`src/rtl/anc_input_sequencer.sv`:
```
// Aligns independently-timed x/e/a sample strobes into triples, queues them in a
// small FIFO for the controller and double-buffers the LMS step size to sample boundaries.
module anc_input_sequencer #(
  parameter int W     = 16,
  parameter int DEPTH = 4,
  parameter int AW    = 2
) (
  input  logic                 clk,
  input  logic                 rst,
  input  logic                 enable,
  input  logic                 x_valid,
  input  logic signed [W-1:0]  x_data,
  input  logic                 e_valid,
  input  logic signed [W-1:0]  e_data,
  input  logic                 a_valid,
  input  logic signed [W-1:0]  a_data,
  input  logic signed [W-1:0]  u_cfg,
  input  logic                 u_cfg_load,
  input  logic                 controller_ready,
  output logic                 out_valid,
  output logic signed [W-1:0]  x_out,
  output logic signed [W-1:0]  e_out,
  output logic signed [W-1:0]  a_out,
  output logic signed [W-1:0]  u_out,
  output logic [AW:0]          fifo_level,
  output logic [7:0]           overrun_cnt,
  output logic                 misalign
);

  localparam logic [AW:0] FULL_LEVEL = (AW+1)'(DEPTH);

  logic [W-1:0] hold_x, hold_e, hold_a;
  logic         flag_x, flag_e, flag_a;
  logic         complete, dup, pop, push, drop;
  logic [W-1:0] push_x, push_e, push_a;

  logic [W-1:0] mem_x [DEPTH];
  logic [W-1:0] mem_e [DEPTH];
  logic [W-1:0] mem_a [DEPTH];
  logic [AW-1:0] wr_ptr, rd_ptr;
  logic [W-1:0] last_x, last_e, last_a;

  logic [W-1:0] u_pending;
  logic         u_pend;

  // A frame completes when every channel is either held or arriving this cycle.
  always_comb begin
    complete = enable & (flag_x | x_valid) & (flag_e | e_valid) & (flag_a | a_valid);
    dup      = enable & ~complete &
               ((x_valid & flag_x) | (e_valid & flag_e) | (a_valid & flag_a));
    push_x   = x_valid ? x_data : hold_x;
    push_e   = e_valid ? e_data : hold_e;
    push_a   = a_valid ? a_data : hold_a;
    out_valid = (fifo_level != '0);
    pop      = out_valid & controller_ready;
    push     = complete & ((fifo_level != FULL_LEVEL) | pop);
    drop     = complete & ~push;
  end

  always_ff @(posedge clk or posedge rst) begin
    if (rst) begin
      hold_x   <= '0;
      hold_e   <= '0;
      hold_a   <= '0;
      flag_x   <= 1'b0;
      flag_e   <= 1'b0;
      flag_a   <= 1'b0;
      misalign <= 1'b0;
    end else if (!enable) begin
      flag_x <= 1'b0;
      flag_e <= 1'b0;
      flag_a <= 1'b0;
    end else begin
      if (x_valid) hold_x <= x_data;
      if (e_valid) hold_e <= e_data;
      if (a_valid) hold_a <= a_data;
      if (complete) begin
        flag_x <= 1'b0;
        flag_e <= 1'b0;
        flag_a <= 1'b0;
      end else begin
        flag_x <= flag_x | x_valid;
        flag_e <= flag_e | e_valid;
        flag_a <= flag_a | a_valid;
      end
      if (dup) misalign <= 1'b1;
    end
  end

  always_ff @(posedge clk) begin
    if (push) begin
      mem_x[wr_ptr] <= push_x;
      mem_e[wr_ptr] <= push_e;
      mem_a[wr_ptr] <= push_a;
    end
  end

  // When full, a push and pop in the same cycle share the head slot: the
  // old head is captured into last_* at the same edge it is overwritten.
  always_ff @(posedge clk or posedge rst) begin
    if (rst) begin
      wr_ptr      <= '0;
      rd_ptr      <= '0;
      fifo_level  <= '0;
      overrun_cnt <= '0;
      last_x      <= '0;
      last_e      <= '0;
      last_a      <= '0;
    end else begin
      if (push) wr_ptr <= wr_ptr + 1'b1;
      if (pop) begin
        rd_ptr <= rd_ptr + 1'b1;
        last_x <= mem_x[rd_ptr];
        last_e <= mem_e[rd_ptr];
        last_a <= mem_a[rd_ptr];
      end
      if (push && !pop)      fifo_level <= fifo_level + 1'b1;
      else if (pop && !push) fifo_level <= fifo_level - 1'b1;
      if (drop && overrun_cnt != 8'hFF) overrun_cnt <= overrun_cnt + 8'd1;
    end
  end

  assign x_out = out_valid ? mem_x[rd_ptr] : last_x;
  assign e_out = out_valid ? mem_e[rd_ptr] : last_e;
  assign a_out = out_valid ? mem_a[rd_ptr] : last_a;

  always_ff @(posedge clk or posedge rst) begin
    if (rst) begin
      u_pending <= '0;
      u_pend    <= 1'b0;
      u_out     <= '0;
    end else begin
      if (u_cfg_load) u_pending <= u_cfg;
      if (pop) begin
        u_pend <= 1'b0;
        if (u_cfg_load)  u_out <= u_cfg;
        else if (u_pend) u_out <= u_pending;
      end else if (u_cfg_load) begin
        u_pend <= 1'b1;
      end
    end
  end

endmodule
```
`config.mk`:
```
export PLATFORM = sky130hd
export DESIGN_NAME = anc_input_sequencer
export DESIGN_NICKNAME = d
export VERILOG_FILES = /design/src/rtl/anc_input_sequencer.sv
export SDC_FILE = /design/constraint.sdc
export NUM_CORES = 1
export LEC_CHECK = 0
export ABC_CLOCK_PERIOD_IN_PS = 14190
export CORE_UTILIZATION = 60
export DETAILED_ROUTE_END_ITERATION = 12
export GPL_TIMING_DRIVEN = 0
export PLACE_DENSITY = 0.95
export SYNTH_ARGS = -nofsm -noshare
export SYNTH_HDL_FRONTEND = slang
export SYNTH_SLANG_ARGS = --single-unit
```
`constraint.sdc`:
```
create_clock -name clk -period 14.19 [get_ports clk]
set_input_delay 2.1285 -clock clk [delete_from_list [all_inputs] [get_ports clk]]
set_output_delay 2.1285 -clock clk [all_outputs]
set_load 0.02 [all_outputs]
```
# [After elaboration in Yosys (flattened, before gate mapping)]
# Memories as Yosys holds them, arrays and structs flattened.
# Cells that the tools add are included.
[word_totals] ff_bits=148 ramBits=192 inputBits=72 out_inout_bits=77 word_cells=77 n_memories=3
[mem_list] name="mem_a" depth=4 width=16 read_ports=1 rd_clocked_by_memory_dff=0 wr=1 line_no="39" source="logic [W-1:0] mem_a [DEPTH];"
[mem_list] name="mem_e" depth=4 width=16 read_ports=1 rd_clocked_by_memory_dff=0 wr=1 line_no="38" source="logic [W-1:0] mem_e [DEPTH];"
[mem_list] name="mem_x" depth=4 width=16 read_ports=1 rd_clocked_by_memory_dff=0 wr=1 line_no="37" source="logic [W-1:0] mem_x [DEPTH];"
[classes] n_addsub=5 eq_ne=2 n_mux=20 bitwise_logic=19 n_reduce_logical=11
[ops] cell="two-way mux 16 bit" count=8
[ops] cell="bitwise AND 1 bit" count=11
[ops] cell="two-way mux 1 bit" count=10
[ops] cell="adder 8 x 1 -> 8 bit, second input constant" count=1
[ops] cell="inequality test 8 bit, second input constant" count=1
[ops] cell="two-way mux 3 bit" count=2
[ops] cell="OR 1 bit" count=6
[ops] cell="nonzero test 2 bit" count=3
[ops] cell="adder 2 x 1 -> 2 bit, second input constant" count=2
[ops] cell="AND reduction 2 bit" count=2
[ops] cell="adder 3 x 1 -> 3 bit, second input constant" count=1
[ops] cell="logical AND 1 bit" count=3
[ops] cell="inequality test 3 bit, second input constant" count=1
[ops] cell="nonzero test 3 bit" count=1
[ops] cell="subtractor 3 x 1 -> 3 bit, second input constant" count=1
[ops] cell="logical NOT 1 bit" count=2
[ops] cell="NOT 1 bit" count=2

# [Depth between registers and ports, before layout]
[logic_depth] depth_word=9 depth_mapped=12 mapped_depth_nobuf=9

# [Worst setup path before layout]
# No wires, ideal clock.
[synth_path] path_type="input -> register" startpoint="in x_valid" endpoint="mem mem_a[0][0] (enable)" t_arrival_ps=4101 setup_slack_ps=9679 path_stages=5 cell_sequence="buf_2 > or2_2 > nand2_1 > nor3b_2 > and2_1"
[synth_between] elab_chain_len=7
[synth_lines] element="start: declaration" line_no="11" source="input logic x_valid,"
[synth_lines] element="OR 1 bit" line_no="48" source="complete = enable & (flag_x | x_valid) & (flag_e | e_valid) & (flag_a | a_valid);"
[synth_lines] element="bitwise AND 1 bit (3 in series)" line_no="48"
[synth_lines] element="bitwise AND 1 bit" line_no="56" source="push = complete & ((fifo_level != FULL_LEVEL) | pop);"
[synth_lines] element="net push" line_no="34" source="logic complete, dup, pop, push, drop;"
[synth_lines] element="two-way mux 1 bit" line_no="91" source="if (push) begin"
[synth_lines] element="two-way mux 1 bit (not written as such)" line_no="94" source="mem_a[wr_ptr] <= push_a;"
[synth_lines] element="end: declaration" line_no="39"
# The timed path passes the listed nets, and every way through them passes these cells.

# [Final worst setup path]
[layout_path] startpoint="reg rd_ptr[1]" endpoint="out e_out[12]"
[layout_between] elab_chain_len=2
[layout_lines] element="start: declaration" line_no="40" source="logic [AW-1:0] wr_ptr, rd_ptr;"
[layout_lines] element="start signal: assignment" line_no="112" source="rd_ptr <= rd_ptr + 1'b1;"
[layout_lines] element="memory (4 x 16 bit)"
[layout_lines] element="two-way mux 16 bit" line_no="124" source="assign e_out = out_valid ? mem_e[rd_ptr] : last_e;"
[layout_lines] element="end: declaration" line_no="22" source="output logic signed [W-1:0] e_out,"
# No other way between the ends.

==> metrics.txt <==
placer congestion estimate 0.743; HPWL Detailed 18.7 mm; WL met3 1.64 mm; Bufs and invs on worst path 3; post-synth top area share 41.6%; Seq/Total Area, Yosys 68.4%; Worst path max stage delay 0.55 ns; register bit total from synthesis 340; H-tree levels 2; Place WS 9.55 ns; layout net count 1090; final hold slack 0.468 ns; worst-margin pin slew 0.774 ns; max-slew violations 0; Worst setup SP type flip-flop; GRT overflow 0; Worst setup EP type primary output; Chip Height 154 microns; Post-route DRC 0; outcome finished clean; worst hold path type reg -> reg; Critical Path RT 12.06 ns; peak fanout along the critical path 10; Post-synth ARST share 43.5%; ys flop type edfxtp_1; total negative slack 0 ns; hold-fix buffers at CTS 0; clock root buffer clkbuf_16; layout cells sized above 1 30.5%; clk buf depth 3; Lkg Pwr 6.51 nW; Vias/cell 5.78; Detail Route Antenna Nets 0; Core Box Area 0.0226 sq mm; Resize count post-CTS 0; synthesized area per cell 16.8 sq um; placed cell area 0.0158 sq mm; total track usage 25.9%; post-placement cell count 1259; Starting Density 61.1%; io pins 149; VDD IR max 0.150 mV; initial antenna violation count 2; Routed WL 29.2 mm; CTS tree done; count of final hold-check violations 0; first-pass detailed-route iteration total 5; CTS Sinks 340; power density over the cells 203 mW/mm^2; WL met2 15.0 mm; via count 7644; Port-buffer cells 143; fin crit share 36.7%; Metal-1 WL 11.6 mm; cells along the critical path buf_1, buf_2, mux4_2, mux2_2, clkdlybuf4s50_1; first-pass GRT wire length 45.9 mm; vias in the first global route 8301; PnR worst setup slack 8.98 ns; DIE WIDTH 154 microns; Die ar. 0.0237 sq mm; max cap viols 0; Clock Skew 0.0282 ns; Final Instance Count excl. Fillers 1323; WL/cell 22.1 microns; Netlist cell types 35; Crit path max-delay family buffers and inverters; Setup Buffers After CTS 0; Core Rows 55; Clk Latency, worst-skew pair 0.52 ns; clock-pin slew on the worst setup and hold paths 0.06 ns; Synth area leaders edfxtp_1 42%, dfrtp_1 27%, mux2_2 14%; CP Class reg -> out; fill cell count 1274; design area 0.0169 sq mm; unrepaired setup endpoints after global routing no; Post-synth EDFFs 192; max_slew headroom 48.4%; cells after synthesis 826; number of DRC markers in iteration 0 532; fmax 0.192 GHz; top sig layer met5; TritonCTS Buffers 35; yosys warns 0; min Tclk post-route 5.21 ns; Area Overhead vs Synth 22.1%; largest area contributor in the netlist edfxtp_1; net count after synthesis 905; Worst path slowest cell clkdlybuf4s50_1; largest net degree at the start of global routing 76; setup violators final 0; Critical Path AT 3.08 ns; mapped cell area 0.0138 sq mm
[final timing paths]
check                              start             to  slack, ns  depth (start not counted)
setup / recovery               rd_ptr[1]      e_out[12]       8.98                          5
max in group asynchronous            rst      last_x[1]      11.25                          3
min in group asynchronous            rst       u_out[0]       2.10                          2
setup reg to reg           fifo_level[2]  fifo_level[2]      11.17                         12
hold / removal                last_a[13]     last_a[13]       0.47                          2
hold reg to reg               last_a[13]     last_a[13]       0.47                          2
[state kept, by name (all words and copies together) (netlist names), 2 cells and up]
register and flops:
mem_a 64, mem_x 64, last_x 16, u_out 16
fifo_level 3, last_e 16, hold_x 16, last_a 16
overrun_cnt 8, hold_a 16, rd_ptr 2, wr_ptr 2
mem_e 64, u_pending 16, hold_e 16
[cells by family (layout without fill, tap and decap cells)]
logic type	after synthesis	in the layout	share of synthesized area [%]
AO/OA/AOI/OAI	6	6	0.271
XOR/XNOR	13	13	0.822
adder cells (fa/ha/maj)	7	7	0.687
buffers and inverters	49	260	1.59
flip-flops	340	340	68.4
multiplexers	227	227	22.6
other	0	1	0
AND/OR/NAND/NOR	184	184	5.59
[worst min-delay path, delay by kind of cell, from the launching register on]
| family | cells | cell delay, ns |
|---|---|---|
| flip-flops | 1 | 0.34 |
| AND/OR/NAND/NOR | 2 | 0.10 |
[metal layers]
| layer | global-route usage (%) | up-vias |
|---|---|---|
| met4 | 10.2 | 4 |
| met1 | 33.0 | 3920 |
| met5 | 1.24 | - |
| met2 | 44.2 | 248 |
| met3 | 4.82 | 65 |
| li1 | - | 3407 |
[metrics by stage]
stage | power [mW] | util, %
2_1_floorplan | 2.06 | -
3_3_place_gp | 2.48 | 69.0
3_5_place_dp | 2.53 | 69.6
4_1_cts | 3.45 | 74.6
5_1_grt | 3.58 | 74.6
6_report | 3.43 | 74.6
[cell usage after synthesis, drive strengths merged, types with 4 or more instances]
master	count
inv	4
dfrtp	148
clkbuf	19
xnor2	4
xor2	9
edfxtp	192
and2	5
nand2	154
mux4	48
nor2	7
ha	6
buf	25
mux2	179
[power by group]
group | switching [mW] | total, mW | internal, mW
logic | 0.610 | 1.20 | 0.593
registers | 0.0872 | 1.32 | 1.23
clock network | 0.369 | 0.907 | 0.537
[cell type report]
type	count	area [sq um]	area share [%]
multi-input cells	437	4160	24.6
plain buffers	44	200	1.18
clock buffers	44	961	5.69
diodes	1	2.50	0.0148
clock inverters	19	186	1.10
repair buffers	148	1540	9.11
flip-flops and latches	340	9470	56.0
inverters	5	25.0	0.148
well taps	285	357	2.11
[placed cells by master (no fill, tap or decap), types with 3 or more instances in the layout]
cell	count
a21oi_1	3
and2_2	4
buf_1	7
buf_12	4
buf_2	16
bufinv_16	3
clkbuf_1	24
clkbuf_16	36
clkbuf_8	3
clkdlybuf4s50_1	143
clkinv_1	4
clkinv_2	9
dfrtp_1	148
edfxtp_1	192
ha_1	6
inv_1	3
mux2_2	169
mux2_4	10
mux4_2	48
nand2_1	154
nor2_1	6
or2_2	3
xnor2_1	4
xor2_1	9
No activity file was read; power rests on OpenSTA's default activity.
